### config.mk
export PLATFORM = sky130hd
export DESIGN_NAME = ysyx_210238_axi_rd_arb_flat
export DESIGN_NICKNAME = d
export VERILOG_FILES = /design/src/rtl/ysyx_210238_axi_pkg.sv /design/src/rtl/ysyx_210238_axi_rd_arb_if.sv /design/src/rtl/ysyx_210238_rr_arb2.sv /design/src/rtl/ysyx_210238_axi_rd_arb.sv /design/src/flat_wrapper.sv
export SDC_FILE = /design/constraint.sdc
export NUM_CORES = 1
export LEC_CHECK = 0
export CORE_AREA = 2 2 173 175
export CTS_CLUSTER_SIZE = 16
export DETAILED_ROUTE_END_ITERATION = 16
export DIE_AREA = 0 0 175 177
export PLACE_DENSITY = 0.48
export RECOVER_POWER = 25
export SETUP_SLACK_MARGIN = 0.02
export SYNTH_ARGS = -nofsm -noshare
export SYNTH_HDL_FRONTEND = slang
export SYNTH_SLANG_ARGS = --single-unit
### constraint.sdc
create_clock -name clk -period 2.06 [get_ports clk]
set_clock_uncertainty 0.15 [all_clocks]
set_input_delay 0.412 -clock clk [delete_from_list [all_inputs] [get_ports clk]]
set_output_delay 0.412 -clock clk [all_outputs]
set_load 0.05 [all_outputs]
### src/rtl/ysyx_210238_axi_pkg.sv
// Shared definitions for the two-requester AXI read arbiter.
package ysyx_210238_axi_pkg;

  // Arbiter FSM encoding.
  typedef enum logic [1:0] {
    ST_IDLE = 2'd0,
    ST_ADDR = 2'd1,
    ST_DATA = 2'd2
  } state_e;

  // AR IDs per requester.
  localparam logic [3:0] ID_IF  = 4'd0;
  localparam logic [3:0] ID_LSU = 4'd1;

  // Encoding of the last_grant bit.
  localparam logic GNT_IF  = 1'b0;
  localparam logic GNT_LSU = 1'b1;

  // AXI RRESP codes.
  localparam logic [1:0] RESP_OKAY   = 2'b00;
  localparam logic [1:0] RESP_SLVERR = 2'b10;
  localparam logic [1:0] RESP_DECERR = 2'b11;

endpackage

### src/rtl/ysyx_210238_axi_rd_arb_if.sv
// Bundle of requester-side and AXI-side signals around the read arbiter.
// Handshake rule for every channel: a transfer happens on the rising clock
// edge where valid and ready are both high; valid and payload are held by the
// source until that edge, and ready may depend combinationally on valid.
interface ysyx_210238_axi_rd_arb_if #(
  parameter int ADDR_W = 64,
  parameter int DATA_W = 64,
  parameter int LEN_W  = 8
);
  // Instruction fetch requester.
  logic              if_req_valid;
  logic              if_req_ready;
  logic [ADDR_W-1:0] if_req_addr;
  logic [LEN_W-1:0]  if_req_len;
  logic [2:0]        if_req_size;
  logic              if_rsp_valid;
  logic              if_rsp_ready;
  logic [DATA_W-1:0] if_rsp_data;
  logic [1:0]        if_rsp_resp;
  logic              if_rsp_last;

  // Load/store unit requester.
  logic              lsu_req_valid;
  logic              lsu_req_ready;
  logic [ADDR_W-1:0] lsu_req_addr;
  logic [LEN_W-1:0]  lsu_req_len;
  logic [2:0]        lsu_req_size;
  logic              lsu_rsp_valid;
  logic              lsu_rsp_ready;
  logic [DATA_W-1:0] lsu_rsp_data;
  logic [1:0]        lsu_rsp_resp;
  logic              lsu_rsp_last;

  // AXI read address channel.
  logic              m_ar_valid;
  logic              m_ar_ready;
  logic [ADDR_W-1:0] m_ar_addr;
  logic [LEN_W-1:0]  m_ar_len;
  logic [2:0]        m_ar_size;
  logic [3:0]        m_ar_id;

  // AXI read data channel.
  logic              m_r_valid;
  logic              m_r_ready;
  logic [DATA_W-1:0] m_r_data;
  logic [1:0]        m_r_resp;
  logic              m_r_last;

  // Arbiter view: serves the requesters, masters the AXI read channel.
  modport master (
    input  if_req_valid, if_req_addr, if_req_len, if_req_size, if_rsp_ready,
    output if_req_ready, if_rsp_valid, if_rsp_data, if_rsp_resp, if_rsp_last,
    input  lsu_req_valid, lsu_req_addr, lsu_req_len, lsu_req_size, lsu_rsp_ready,
    output lsu_req_ready, lsu_rsp_valid, lsu_rsp_data, lsu_rsp_resp, lsu_rsp_last,
    output m_ar_valid, m_ar_addr, m_ar_len, m_ar_size, m_ar_id,
    input  m_ar_ready,
    input  m_r_valid, m_r_data, m_r_resp, m_r_last,
    output m_r_ready
  );

  // Environment view: requesters plus the AXI bridge.
  modport slave (
    output if_req_valid, if_req_addr, if_req_len, if_req_size, if_rsp_ready,
    input  if_req_ready, if_rsp_valid, if_rsp_data, if_rsp_resp, if_rsp_last,
    output lsu_req_valid, lsu_req_addr, lsu_req_len, lsu_req_size, lsu_rsp_ready,
    input  lsu_req_ready, lsu_rsp_valid, lsu_rsp_data, lsu_rsp_resp, lsu_rsp_last,
    input  m_ar_valid, m_ar_addr, m_ar_len, m_ar_size, m_ar_id,
    output m_ar_ready,
    output m_r_valid, m_r_data, m_r_resp, m_r_last,
    input  m_r_ready
  );

endinterface

### src/rtl/ysyx_210238_rr_arb2.sv
// Two-way round-robin picker. req[0] is IF, req[1] is LSU. On a tie the
// requester not granted last wins; last_grant records the most recent winner
// and therefore also names the requester owning the current transaction.
module ysyx_210238_rr_arb2
  import ysyx_210238_axi_pkg::*;
(
  input  logic       clk,
  input  logic       rst_n,
  input  logic [1:0] req,
  input  logic       update,
  output logic [1:0] grant,
  output logic       last_grant
);

  logic last_grant_q, last_grant_d;

  // One-hot winner selection.
  always_comb begin
    grant = 2'b00;
    unique case (req)
      2'b01:   grant = 2'b01;
      2'b10:   grant = 2'b10;
      2'b11:   grant = (last_grant_q == GNT_LSU) ? 2'b01 : 2'b10;
      default: grant = 2'b00;
    endcase
  end

  // Remember the winner whenever a grant is actually taken.
  always_comb begin
    last_grant_d = last_grant_q;
    if (update) last_grant_d = grant[1] ? GNT_LSU : GNT_IF;
  end

  // last_grant starts at LSU so IF wins the first tie.
  always_ff @(posedge clk or negedge rst_n) begin
    if (!rst_n) last_grant_q <= GNT_LSU;
    else        last_grant_q <= last_grant_d;
  end

  assign last_grant = last_grant_q;

endmodule

### src/rtl/ysyx_210238_axi_rd_arb.sv
// Shares one AXI read channel between IF and LSU: one transaction at a time,
// round-robin on ties, AR payload registered, R channel passed straight
// through to whichever requester owns the transaction.
module ysyx_210238_axi_rd_arb
  import ysyx_210238_axi_pkg::*;
#(
  parameter int ADDR_W = 64,
  parameter int DATA_W = 64,
  parameter int LEN_W  = 8
) (
  input  logic                        clk,
  input  logic                        rst_n,
  ysyx_210238_axi_rd_arb_if.master    bus,
  output logic                        busy,
  output state_e                      state_o
);

  state_e            state_q, state_d;
  logic              ar_valid_q, ar_valid_d;
  logic [ADDR_W-1:0] addr_q, addr_d;
  logic [LEN_W-1:0]  len_q, len_d;
  logic [2:0]        size_q, size_d;
  logic [3:0]        id_q, id_d;
  logic              busy_q, busy_d;

  logic [1:0] req;
  logic [1:0] grant;
  logic       accept;
  logic       owner_lsu;
  logic       in_idle;
  logic       in_data;
  logic       sel_if;
  logic       sel_lsu;
  logic       r_fire;

  // Requests are only offered to the picker in IDLE and never during reset,
  // so ready stays low outside IDLE and while rst_n is asserted.
  assign in_idle = (state_q == ST_IDLE) && rst_n;
  assign req     = in_idle ? {bus.lsu_req_valid, bus.if_req_valid} : 2'b00;
  assign accept  = |grant;

  ysyx_210238_rr_arb2 u_rr_arb2 (
    .clk        (clk),
    .rst_n      (rst_n),
    .req        (req),
    .update     (accept),
    .grant      (grant),
    .last_grant (owner_lsu)
  );

  assign bus.if_req_ready  = grant[0];
  assign bus.lsu_req_ready = grant[1];

  // R routing: only the owner sees beats and drives m_r_ready.
  assign in_data = (state_q == ST_DATA);
  assign sel_if  = in_data && (owner_lsu == GNT_IF);
  assign sel_lsu = in_data && (owner_lsu == GNT_LSU);
  assign r_fire  = bus.m_r_valid && bus.m_r_ready;

  assign bus.m_r_ready = (sel_if && bus.if_rsp_ready) || (sel_lsu && bus.lsu_rsp_ready);

  assign bus.if_rsp_valid  = sel_if && bus.m_r_valid;
  assign bus.if_rsp_data   = sel_if ? bus.m_r_data : {DATA_W{1'b0}};
  assign bus.if_rsp_resp   = sel_if ? bus.m_r_resp : 2'b00;
  assign bus.if_rsp_last   = sel_if && bus.m_r_last;

  assign bus.lsu_rsp_valid = sel_lsu && bus.m_r_valid;
  assign bus.lsu_rsp_data  = sel_lsu ? bus.m_r_data : {DATA_W{1'b0}};
  assign bus.lsu_rsp_resp  = sel_lsu ? bus.m_r_resp : 2'b00;
  assign bus.lsu_rsp_last  = sel_lsu && bus.m_r_last;

  // Next-state logic: accept in IDLE, issue AR in ADDR, drain beats in DATA.
  always_comb begin
    state_d    = state_q;
    ar_valid_d = ar_valid_q;
    addr_d     = addr_q;
    len_d      = len_q;
    size_d     = size_q;
    id_d       = id_q;
    unique case (state_q)
      ST_IDLE: begin
        if (accept) begin
          state_d    = ST_ADDR;
          ar_valid_d = 1'b1;
          if (grant[1]) begin
            addr_d = bus.lsu_req_addr;
            len_d  = bus.lsu_req_len;
            size_d = bus.lsu_req_size;
            id_d   = ID_LSU;
          end else begin
            addr_d = bus.if_req_addr;
            len_d  = bus.if_req_len;
            size_d = bus.if_req_size;
            id_d   = ID_IF;
          end
        end
      end
      ST_ADDR: begin
        if (bus.m_ar_ready) begin
          state_d    = ST_DATA;
          ar_valid_d = 1'b0;
        end
      end
      ST_DATA: begin
        // RRESP does not matter here: the burst always ends on last.
        if (r_fire && bus.m_r_last) state_d = ST_IDLE;
      end
      default: state_d = ST_IDLE;
    endcase
    busy_d = (state_d != ST_IDLE);
  end

  // FSM state, AR payload and busy flag; reset abandons any transaction.
  always_ff @(posedge clk or negedge rst_n) begin
    if (!rst_n) begin
      state_q    <= ST_IDLE;
      ar_valid_q <= 1'b0;
      addr_q     <= '0;
      len_q      <= '0;
      size_q     <= '0;
      id_q       <= '0;
      busy_q     <= 1'b0;
    end else begin
      state_q    <= state_d;
      ar_valid_q <= ar_valid_d;
      addr_q     <= addr_d;
      len_q      <= len_d;
      size_q     <= size_d;
      id_q       <= id_d;
      busy_q     <= busy_d;
    end
  end

  assign bus.m_ar_valid = ar_valid_q;
  assign bus.m_ar_addr  = addr_q;
  assign bus.m_ar_len   = len_q;
  assign bus.m_ar_size  = size_q;
  assign bus.m_ar_id    = id_q;
  assign busy           = busy_q;
  assign state_o        = state_q;

endmodule

### src/flat_wrapper.sv
// flat-port wrapper written by rule: the top's interface ports become plain ports
module ysyx_210238_axi_rd_arb_flat import ysyx_210238_axi_pkg::*;
#(
  parameter int ADDR_W = 64,
  parameter int DATA_W = 64,
  parameter int LEN_W  = 8
)
  (clk, rst_n, busy, state_o, bus_if_req_valid, bus_if_req_addr, bus_if_req_len, bus_if_req_size, bus_if_rsp_ready, bus_if_req_ready, bus_if_rsp_valid, bus_if_rsp_data, bus_if_rsp_resp, bus_if_rsp_last, bus_lsu_req_valid, bus_lsu_req_addr, bus_lsu_req_len, bus_lsu_req_size, bus_lsu_rsp_ready, bus_lsu_req_ready, bus_lsu_rsp_valid, bus_lsu_rsp_data, bus_lsu_rsp_resp, bus_lsu_rsp_last, bus_m_ar_valid, bus_m_ar_addr, bus_m_ar_len, bus_m_ar_size, bus_m_ar_id, bus_m_ar_ready, bus_m_r_valid, bus_m_r_data, bus_m_r_resp, bus_m_r_last, bus_m_r_ready);
  ysyx_210238_axi_rd_arb_if #(.ADDR_W(ADDR_W), .DATA_W(DATA_W), .LEN_W(LEN_W)) bus_i ();
  input  logic clk;
  input  logic rst_n;
  output logic busy;
  output state_e state_o;
  input wire logic [$bits(bus_i.if_req_valid)-1:0] bus_if_req_valid;
  input wire logic [$bits(bus_i.if_req_addr)-1:0] bus_if_req_addr;
  input wire logic [$bits(bus_i.if_req_len)-1:0] bus_if_req_len;
  input wire logic [$bits(bus_i.if_req_size)-1:0] bus_if_req_size;
  input wire logic [$bits(bus_i.if_rsp_ready)-1:0] bus_if_rsp_ready;
  output wire logic [$bits(bus_i.if_req_ready)-1:0] bus_if_req_ready;
  output wire logic [$bits(bus_i.if_rsp_valid)-1:0] bus_if_rsp_valid;
  output wire logic [$bits(bus_i.if_rsp_data)-1:0] bus_if_rsp_data;
  output wire logic [$bits(bus_i.if_rsp_resp)-1:0] bus_if_rsp_resp;
  output wire logic [$bits(bus_i.if_rsp_last)-1:0] bus_if_rsp_last;
  input wire logic [$bits(bus_i.lsu_req_valid)-1:0] bus_lsu_req_valid;
  input wire logic [$bits(bus_i.lsu_req_addr)-1:0] bus_lsu_req_addr;
  input wire logic [$bits(bus_i.lsu_req_len)-1:0] bus_lsu_req_len;
  input wire logic [$bits(bus_i.lsu_req_size)-1:0] bus_lsu_req_size;
  input wire logic [$bits(bus_i.lsu_rsp_ready)-1:0] bus_lsu_rsp_ready;
  output wire logic [$bits(bus_i.lsu_req_ready)-1:0] bus_lsu_req_ready;
  output wire logic [$bits(bus_i.lsu_rsp_valid)-1:0] bus_lsu_rsp_valid;
  output wire logic [$bits(bus_i.lsu_rsp_data)-1:0] bus_lsu_rsp_data;
  output wire logic [$bits(bus_i.lsu_rsp_resp)-1:0] bus_lsu_rsp_resp;
  output wire logic [$bits(bus_i.lsu_rsp_last)-1:0] bus_lsu_rsp_last;
  output wire logic [$bits(bus_i.m_ar_valid)-1:0] bus_m_ar_valid;
  output wire logic [$bits(bus_i.m_ar_addr)-1:0] bus_m_ar_addr;
  output wire logic [$bits(bus_i.m_ar_len)-1:0] bus_m_ar_len;
  output wire logic [$bits(bus_i.m_ar_size)-1:0] bus_m_ar_size;
  output wire logic [$bits(bus_i.m_ar_id)-1:0] bus_m_ar_id;
  input wire logic [$bits(bus_i.m_ar_ready)-1:0] bus_m_ar_ready;
  input wire logic [$bits(bus_i.m_r_valid)-1:0] bus_m_r_valid;
  input wire logic [$bits(bus_i.m_r_data)-1:0] bus_m_r_data;
  input wire logic [$bits(bus_i.m_r_resp)-1:0] bus_m_r_resp;
  input wire logic [$bits(bus_i.m_r_last)-1:0] bus_m_r_last;
  output wire logic [$bits(bus_i.m_r_ready)-1:0] bus_m_r_ready;
  assign bus_i.if_req_valid = bus_if_req_valid;
  assign bus_i.if_req_addr = bus_if_req_addr;
  assign bus_i.if_req_len = bus_if_req_len;
  assign bus_i.if_req_size = bus_if_req_size;
  assign bus_i.if_rsp_ready = bus_if_rsp_ready;
  assign bus_if_req_ready = bus_i.if_req_ready;
  assign bus_if_rsp_valid = bus_i.if_rsp_valid;
  assign bus_if_rsp_data = bus_i.if_rsp_data;
  assign bus_if_rsp_resp = bus_i.if_rsp_resp;
  assign bus_if_rsp_last = bus_i.if_rsp_last;
  assign bus_i.lsu_req_valid = bus_lsu_req_valid;
  assign bus_i.lsu_req_addr = bus_lsu_req_addr;
  assign bus_i.lsu_req_len = bus_lsu_req_len;
  assign bus_i.lsu_req_size = bus_lsu_req_size;
  assign bus_i.lsu_rsp_ready = bus_lsu_rsp_ready;
  assign bus_lsu_req_ready = bus_i.lsu_req_ready;
  assign bus_lsu_rsp_valid = bus_i.lsu_rsp_valid;
  assign bus_lsu_rsp_data = bus_i.lsu_rsp_data;
  assign bus_lsu_rsp_resp = bus_i.lsu_rsp_resp;
  assign bus_lsu_rsp_last = bus_i.lsu_rsp_last;
  assign bus_m_ar_valid = bus_i.m_ar_valid;
  assign bus_m_ar_addr = bus_i.m_ar_addr;
  assign bus_m_ar_len = bus_i.m_ar_len;
  assign bus_m_ar_size = bus_i.m_ar_size;
  assign bus_m_ar_id = bus_i.m_ar_id;
  assign bus_i.m_ar_ready = bus_m_ar_ready;
  assign bus_i.m_r_valid = bus_m_r_valid;
  assign bus_i.m_r_data = bus_m_r_data;
  assign bus_i.m_r_resp = bus_m_r_resp;
  assign bus_i.m_r_last = bus_m_r_last;
  assign bus_m_r_ready = bus_i.m_r_ready;
  ysyx_210238_axi_rd_arb #(.ADDR_W(ADDR_W), .DATA_W(DATA_W), .LEN_W(LEN_W)) u_core (.clk(clk), .rst_n(rst_n), .bus(bus_i), .busy(busy), .state_o(state_o));
endmodule
==> impl_metrics.tcl, run 1 <==
set metrics [dict create \
    outcome "finished with violations" \
    violations "setup timing" \
    r2r_start "u_core.state_o[0]$_DFF_PN0_" \
    die_w_um 175 \
    row_count 63 \
    synth.distinct_cells 29 \
    place.gp.congestion 0.7564 \
    synth.top_cell.area_share 0.4324 \
    pwr_density_cell_nw_per_um2 1291 \
    cts.reportedPaths.clkPinSlew_ps 60 \
    ys_seq_elements 81 \
    overflow 0 \
    rsz0062_at_grt "true" \
    grt_pass1_vias 5676 \
    synth_area_leaders "dfrtp_1 (43%), and2_1 (19%), o221a_2 (16%)" \
    ant_nets 0 \
    ys.flop_type "dfrtp_1" \
    grt_pass1_wl_um 37630 \
    synth_area_um2 4629 \
    period_minus_slack_ps 2263 \
    h-tree-depth 3 \
    core_area_um2 29240 \
    wl_per_cell_um 21.24 \
    num_vias 5382 \
    crit_end "bus_m_r_ready" \
    die_area_um2 30980 \
    cts.sinks 81 \
    crit_fanout 3 \
    hp-start "u_core.bus.m_ar_valid$_DFFE_PN0P_" \
    place_inst 1248 \
    path_class "reg -> out" \
    arrival_ps 1700 \
    period_share 1.098 \
    yosysSeqAreaShare 0.4381 \
    synth_top_cell_by_area "dfrtp_1" \
    routed_wl_um 27270 \
    vias_per_cell 4.192 \
    worstReg2RegEnd "u_core.bus.m_ar_addr[31]$_DFFE_PN0P_" \
    grt_max_degree 78 \
    cts_tree "built" \
    drtIter0Drc 186 \
    syn_to_final_growth_pct 150.8 \
    ys.warnings.count 0 \
    yosysMostFrequentCell "and2_1" \
    crit_required_ps 1500 \
    hold_ws_ps 338.7 \
    first_pass_iters 4 \
    power.leakage_nw 4.561 \
    hp-class "reg -> reg" \
    place.port_buffers 443 \
    multiInputGateArea_um2 2671 \
    worst_pin_slew_ps 990.6 \
    syn_area_per_cell_um2 10.45 \
    peakVddDrop_uv 402.9 \
    power.total_mw 14.99 \
    fin_ws_ps -202.8 \
    antenna_found_initial 7 \
    dpl.hpwl_um 20230 \
    final_cells 1284 \
    max_slew_margin 0.3396 \
    final-setup-viol-count 138 \
    async_flop_share 1.000 \
    io_pins 447 \
    die_h_um 177 \
    fillers 2830 \
    initial_core_util 0.1583 \
    fin_nets 1111 \
    endpoint_kind "output pin" \
    startpoint "u_core.u_rr_arb2.last_grant$_DFFE_PN1P_" \
    max_cap_viol_count 0 \
    synth_cells 443 \
    drc 0 \
    clock_path_buffers 2 \
    worstRegToRegCells 6 \
    synth-edff-count 0 \
    grtUsageTotal 0.1619 \
    crit_path_start_kind "flip-flop" \
    clockRootBuffer "clkbuf_16" \
    r2r_setup_slack_ps 70 \
    finalHoldViolations 0 \
    numCtsBuffers 9 \
    clock_latency_ps 340 \
    seq_area_um2 2031 \
    yosys-top-cells-count "and2_1 (137), dfrtp_1 (80), or3_1 (75), o221a_2 (65), clkbuf_1 (30)" \
    timing.fmax_mhz 441.9 \
    slew_viol_final 0 \
    layout-drive-gt1-share 0.5011 \
]
-- stage by stage --
stage	cell area, µm²	util	TNS [ps]	worst slack (ps)
finish	11610	0.3970	-19590	-202.8
detailed placement	11050	0.3777	-5328	-139.5
floorplan	4906	-	-45.78	-45.78
global route	11600	0.3967	-38880	-270.1
CTS	11460	0.3920	-26360	-231.4
global placement	11050	0.3777	-4231	-141.2
-- worst max-delay path: stages, from the launching register on --
cell and delay [ps]:
dfstp_2 560, buf_4 130, mux2_2 330, nor2b_2 180, buf_12 150
-- registers in the layout (all words and copies together), names as in the netlist --
register / count
u_core.state_o: 2
u_core.bus.m_ar_addr: 64
u_core.busy: 1
u_core.bus.m_ar_id: 1
u_core.bus.m_ar_len: 8
u_core.bus.m_ar_valid: 1
u_core.bus.m_ar_size: 3
u_core.u_rr_arb2.last_grant: 1
-- what timing repair did --
item,in CTS,in global routing
cloned,1,6
pin swaps,17,21
endpoints found under the setup margin,155,139
setup buffers,4,5
gates resized for setup,36,35
hold endpoints to repair,1,0
hold buffers,1,0
-- cell families after synthesis --
group	count (synthesis)	synth area share
other cells	1	0.0008100
flops	81	0.4381
buf+inv	52	0.05432
compound gates	82	0.1930
simple gates	225	0.3089
mux	2	0.004865
-- how the worst min path moves through the flow --
stage                                                    endpoint  slack [ps]  cells after the start
final                           u_core.bus.m_ar_valid$_DFFE_PN0P_         340                      1
after global routing            u_core.bus.m_ar_valid$_DFFE_PN0P_         360                      1
after CTS                    u_core.bus.m_ar_addr[24]$_DFFE_PN0P_          70                      2
after detailed placement  u_core.u_rr_arb2.last_grant$_DFFE_PN1P_         250                      1
after global placement    u_core.u_rr_arb2.last_grant$_DFFE_PN1P_         250                      1
after floorplan               u_core.bus.m_ar_addr[0]$_DFFE_PN0P_         -30                      0
-- layer usage --
layer | GRT usage | up-vias | wire length (µm)
li1 | - | 2513 | -
met1 | 0.1882 | 2570 | 10240
met2 | 0.2790 | 272 | 14150
met3 | 0.06486 | 23 | 2539
met4 | 0.03750 | 4 | 322
met5 | 0 | - | 21
-- layout make-up --
class / instances / share of cell area
repair buffers: 479 / 0.5235
multi-input cells: 312 / 0.2301
flip-flops and latches: 81 / 0.1749
well taps: 390 / 0.04203
clock buffers: 9 / 0.01940
clock inverters: 6 / 0.007867
inverters: 3 / 0.001293
diodes: 4 / 0.0008622
-- power breakdown --
part	internal, mW	leakage, nW	switching, mW	total [mW]
combinational	4.20	3.52	6.19	10.4
clock	1.06	0.156	0.735	1.80
sequential	2.36	0.885	0.451	2.81
-- cells in the final DEF (no fill, tap or decap), types with 2 or more instances in the layout --
master,netlist,routed
bufinv_16,0,2
buf_4,3,55
or3_1,75,75
clkinv_4,0,2
o221a_1,10,10
clkdlybuf4s50_1,0,222
clkbuf_16,0,16
dfrtp_2,0,2
mux2_2,2,2
dlygate4sd2_1,0,17
dlygate4sd3_1,0,2
o21ai_0,2,2
conb_1,1,3
buf_8,0,2
nand2b_1,3,2
dfrtp_1,80,78
and2_2,0,56
buf_12,0,147
diode_2,0,4
and2_4,0,81
clkbuf_1,30,25
nor2_4,0,3
o221a_2,65,65
Note: power is estimated with default switching activity, not from simulation.
==> run 2: changes to the inputs <==
--- a/config.mk
+++ b/config.mk
@@ -8,3 +8,2 @@
 export CORE_AREA = 2 2 173 175
-export CTS_CLUSTER_SIZE = 16
 export DETAILED_ROUTE_END_ITERATION = 16
@@ -14,2 +13,3 @@
 export SETUP_SLACK_MARGIN = 0.02
+export SKIP_LAST_GASP = 1
 export SYNTH_ARGS = -nofsm -noshare
==> constraint.sdc (replaced) <==
create_clock -name clk -period 2.06 [get_ports clk]
set_clock_uncertainty 0.15 [all_clocks]
set_input_delay 0.206 -clock clk [delete_from_list [all_inputs] [get_ports clk]]
set_output_delay 0.206 -clock clk [all_outputs]
set_load 0.05 [all_outputs]
==> run 2 against run 1 <==
Compared with the run above:
- the flow still finishes with violations (setup timing)
- first-iteration DRC count is 26% higher
- fmax is 6.7% higher
- total power is 7.9% higher
- combinational power is 12% higher
- highest routed layer unchanged
- sequential share of layout area is 1.0 points lower
- largest cell class unchanged
- core utilization is 2.5 points higher
- via count is 2.8% higher
- critical endpoint is now bus_lsu_rsp_data[44]
- sequential power hardly changed
- clock-buffer cell count is 2 higher
- design area is 6.4% higher
- non-clock buffer count is 17 higher
==> impl_metrics.tcl, run 2 (synthesized netlist as in run 1, its figures left out) <==
set metrics [dict create \
    outcome "finished with violations" \
    violations "setup timing" \
    io_pins 447 \
    final_cells 1298 \
    overflow 0 \
    cts.reportedPaths.clkPinSlew_ps 60 \
    place.port_buffers 443 \
    clock_latency_ps 340 \
    vias_per_cell 4.263 \
    cts_tree "built" \
    place.gp.congestion 0.7628 \
    worst_pin_slew_ps 1112 \
    routed_wl_um 29700 \
    layout_common_cells "clkdlybuf4s50_1 (297), buf_12 (152), and2_4 (132)" \
    clock_path_buffers 2 \
    r2r_setup_slack_ps 110 \
    die_h_um 177 \
    finalSetupTns_ps -1574 \
    finalHoldViolations 0 \
    endpoint_kind "output pin" \
    drc 0 \
    worstReg2RegEnd "u_core.bus.m_ar_len[6]$_DFFE_PN0P_" \
    pwr_density_cell_nw_per_um2 1310 \
    largest_register_ffs 64 \
    grt_pass1_wl_um 41060 \
    max_slew_margin 0.2587 \
    timing.fmax_mhz 471.6 \
    die_w_um 175 \
    period_share 1.029 \
    peakVddDrop_uv 445.1 \
    cts_hold_buf 1 \
    final-setup-viol-count 77 \
    num_vias 5534 \
    power.leakage_nw 4.832 \
    arrival_ps 1760 \
    fin_nets 1128 \
    first_pass_iters 4 \
    period_minus_slack_ps 2120 \
    grtUsageTotal 0.1788 \
    clockRootBuffer "clkbuf_16" \
    drtIter0Drc 235 \
    worstRegToRegCells 6 \
    wl_per_cell_um 22.88 \
    crit_required_ps 1700 \
    h-tree-depth 3 \
    ant_nets 0 \
    place_inst 1247 \
    antenna_found_initial 4 \
    crit_fanout 8 \
    r2r_start "u_core.state_o[0]$_DFF_PN0_" \
    hp-class "in -> async" \
    syn_to_final_growth_pct 166.8 \
    final_common_cell "clkdlybuf4s50_1" \
    fin_ws_ps -60.40 \
    grt_max_degree 51 \
    rsz0062_at_grt "true" \
    core_area_um2 29240 \
    row_count 63 \
    fillers 2746 \
    max_cap_viol_count 0 \
    cts.sinks 81 \
    initial_core_util 0.1583 \
    dpl.hpwl_um 20340 \
    slew_viol_final 0 \
    layout-drive-gt1-share 0.4714 \
    n_antenna_cell 0 \
    path_class "reg -> out" \
    numCtsBuffers 9 \
    crit_path_start_kind "flip-flop" \
    grt_pass1_vias 5977 \
    hold_ws_ps 125.6 \
    die_area_um2 30980 \
]
run 2: per-layer routing:
layer / wire [µm] / GRT usage
met2: 15650 / 0.3231
met5: 40 / 0
met3: 3138 / 0.08784
met4: 414 / 0.03472
met1: 10460 / 0.1886
run 2: how the worst max path moves through the flow:
stage | startpoint | endpoint | slack (ps) | depth (start not counted)
after global routing | u_core.u_rr_arb2.last_grant$_DFFE_PN1P_ | bus_lsu_rsp_data[44] | -130 | 6
after detailed placement | bus_lsu_req_valid | u_core.bus.m_ar_addr[34]$_DFFE_PN0P_ | 90 | 5
after global placement | bus_lsu_req_valid | u_core.bus.m_ar_addr[50]$_DFFE_PN0P_ | 120 | 5
after floorplan | u_core.state_o[1]$_DFF_PN0_ | bus_lsu_req_ready | 20 | 3
final | u_core.u_rr_arb2.last_grant$_DFFE_PN1P_ | bus_lsu_rsp_data[44] | -60 | 6
after CTS | u_core.u_rr_arb2.last_grant$_DFFE_PN1P_ | bus_lsu_rsp_data[57] | -60 | 6
run 2: what timing repair did:
item	CTS	global route
hold endpoints to repair	57	36
pin swaps	21	21
cloned	11	9
endpoints found under the setup margin	137	139
resized for setup	126	29
buffers inserted	13	3
run 2: worst max-delay path: stages, from the launching register on:
cell and delay (ps):
dfstp_2 580, inv_2 70, nor2_4 140, buf_12 160, clkbuf_16 170, and2_2 170
buf_12 130
run 2: through the flow:
step | setup slack (ps) | instance area, µm² | util | total power [mW]
after floorplan | 22.88 | 4690 | - | 8.555
after global placement | 121.0 | 11030 | 0.3772 | 13.17
after detailed placement | 92.50 | 11030 | 0.3772 | 13.17
after CTS | -64.17 | 12070 | 0.4128 | 15.98
after global routing | -133.3 | 12350 | 0.4223 | 16.86
final | -60.40 | 12350 | 0.4223 | 16.18
run 2: cell type report:
| cell class | instances | area (µm²) | share of cell area |
|---|---|---|---|
| clock buffer | 11 | 232.7 | 0.01884 |
| clock inverter | 5 | 80.08 | 0.006484 |
| inverter | 3 | 11.26 | 0.0009118 |
| multi-input combinational | 312 | 2744 | 0.2222 |
| sequential | 81 | 2031 | 0.1644 |
| tap | 390 | 488.0 | 0.03951 |
| timing repair buffer | 496 | 6764 | 0.5477 |
run 2: where the power goes:
group / internal, mW / total, mW / switching [mW]
clock: 1.06 / 1.74 / 0.682
combinational: 5.21 / 11.6 / 6.43
sequential: 2.36 / 2.80 / 0.437
==> run 3: changes to the inputs <==
Settings changed: CAP_MARGIN from default to 20.
==> run 3 against run 2 <==
Compared with the run above:
- the run still ends with setup timing left
- non-clock buffer count up 1
- total power about the same
- setup slack improved by 0.93 ps
- final cell count hardly changed
- flip-flop and latch count stayed put
- sequential power about the same
- design area is 0.12% higher
- register-to-register slack hardly changed
- clock power is essentially flat
- critical endpoint unchanged
- largest cell class unchanged
- highest routed layer unchanged
==> impl_metrics.tcl, run 3 (synthesized netlist as in run 1, its figures left out) <==
set metrics [dict create \
    final-setup-viol-count 76 \
    power.leakage_nw 4.842 \
    numCtsBuffers 9 \
    layout-drive-gt1-share 0.4730 \
    clock_path_buffers 2 \
    startpoint "u_core.u_rr_arb2.last_grant$_DFFE_PN1P_" \
    clockRootBuffer "clkbuf_16" \
    crit_family "flip-flops" \
    seq_area_um2 2031 \
    rsz0062_at_grt "true" \
    critPathBufInv 4 \
    cts.reportedPaths.clkPinSlew_ps 60 \
    layout_common_cells "clkdlybuf4s50_1 (297), buf_12 (152), and2_4 (132)" \
    period_share 1.029 \
    r2r_setup_slack_ps 110 \
    grt_max_degree 51 \
    cts.sinks 81 \
    grt_pass1_vias 5977 \
    clock_latency_ps 340 \
    worst_pin_slew_ps 1112 \
    arrival_ps 1760 \
    drtIter0Drc 235 \
    first_pass_iters 4 \
    crit_required_ps 1700 \
    place.port_buffers 443 \
    post-place-ws_ps 92.50 \
    die_area_um2 30980 \
    cts_tree "built" \
    drc 0 \
    path_cells "inv_2 -> nor2_4 -> buf_12 -> clkbuf_16 -> and2_2 -> buf_12" \
    num_vias 5547 \
    ant_nets 0 \
    crit_path_start_kind "flip-flop" \
    slew_viol_final 0 \
    cpMostUsedCell "buf_12" \
    pwr_density_cell_nw_per_um2 1310 \
    path_class "reg -> out" \
    finalHoldViolations 0 \
    place.gp.congestion 0.7628 \
    routed_wl_um 29720 \
    syn_to_final_growth_pct 167.1 \
    max_cap_viol_count 0 \
    outcome "finished with violations" \
    worstRegToRegCells 6 \
    io_pins 447 \
    critPathMaxStageDelay_ps 580 \
    violations "setup timing" \
    antenna_found_initial 4 \
    multiInputGateArea_um2 2744 \
    core_area_um2 29240 \
    final_util 0.4228 \
    cts_hold_buf 1 \
    r2r_start "u_core.state_o[0]$_DFF_PN0_" \
    period_minus_slack_ps 2119 \
    grt_pass1_wl_um 41060 \
    grtUsageTotal 0.1788 \
    row_count 63 \
    max_slew_margin 0.2587 \
    h-tree-depth 3 \
    n_antenna_cell 0 \
    fillers 2744 \
    endpoint_kind "output pin" \
    largest_register_ffs 64 \
    dpl.hpwl_um 20340 \
    wl_per_cell_um 22.88 \
    cp.depth 6 \
    peakVddDrop_uv 445.8 \
    final_common_cell "clkdlybuf4s50_1" \
    crit_fanout 8 \
    crit_slowest_cell "dfstp_2" \
    fin_nets 1129 \
    hp-class "in -> async" \
    die_w_um 175 \
    timing.fmax_mhz 471.8 \
    die_h_um 177 \
    initial_core_util 0.1583 \
    overflow 0 \
    fin_ws_ps -59.47 \
    vias_per_cell 4.270 \
]
-- run 3: cell types whose count changed in the layout (fill, tap and decap cells not counted), sizes merged --
cell and change:
buf +1
-- run 3: worst paths after layout --
check                                                           to
max                                           bus_lsu_rsp_data[44]
min                                          u_core.busy$_DFF_PN0_
max reg2reg                     u_core.bus.m_ar_len[6]$_DFFE_PN0P_
min reg2reg                      u_core.bus.m_ar_valid$_DFFE_PN0P_
max in group asynchronous     u_core.bus.m_ar_addr[19]$_DFFE_PN0P_
min in group clk           u_core.u_rr_arb2.last_grant$_DFFE_PN1P_
-- run 3: timing repair --
action	CTS	global route
gates resized for setup	126	29
endpoints found under the hold margin	57	36
pin swaps	21	21
endpoints found under the setup margin	137	139
cloned	11	9
setup buffers	13	3
-- run 3: layout make-up --
class	count	area share
clock buffers	11	0.01882
clock inverters	5	0.006476
inverters	3	0.0009107
multi-input cells	312	0.2219
flip-flops and latches	81	0.1642
well taps	390	0.03946
repair buffers	497	0.5482
-- run 3: per-stage QoR --
step | std cells | TNS (ps) | hold WS [ps] | power, mW | cell area (µm²)
6_report | 1299 | -1551 | 112.9 | 16.19 | 12370
5_1_grt | 1299 | -11800 | 195.2 | 16.87 | 12370
4_1_cts | 1287 | -3927 | -56.99 | 15.98 | 12070
3_5_place_dp | 1247 | 0 | 175.0 | 13.17 | 11030
3_3_place_gp | 1247 | 0 | 173.2 | 13.17 | 11030
2_1_floorplan | 445 | 0 | -239.6 | 8.555 | 4690
-- run 3: where the power goes --
| group | internal (mW) | total, mW | switching, mW | leakage (nW) |
|---|---|---|---|---|
| Sequential | 2.36 | 2.80 | 0.437 | 0.885 |
| Combinational | 5.22 | 11.7 | 6.43 | 3.81 |
| Clock | 1.06 | 1.74 | 0.682 | 0.146 |
| Total | 8.65 | 16.2 | 7.55 | 4.84 |
-- run 3: layer usage --
layer / vias to the layer above / wire (µm) / global-route usage
met2: 263 / 15650 / 0.3231
li1: 2547 / - / -
met1: 2700 / 10480 / 0.1886
met5: - / 40 / 0
met4: 6 / 414 / 0.03472
met3: 31 / 3135 / 0.08784
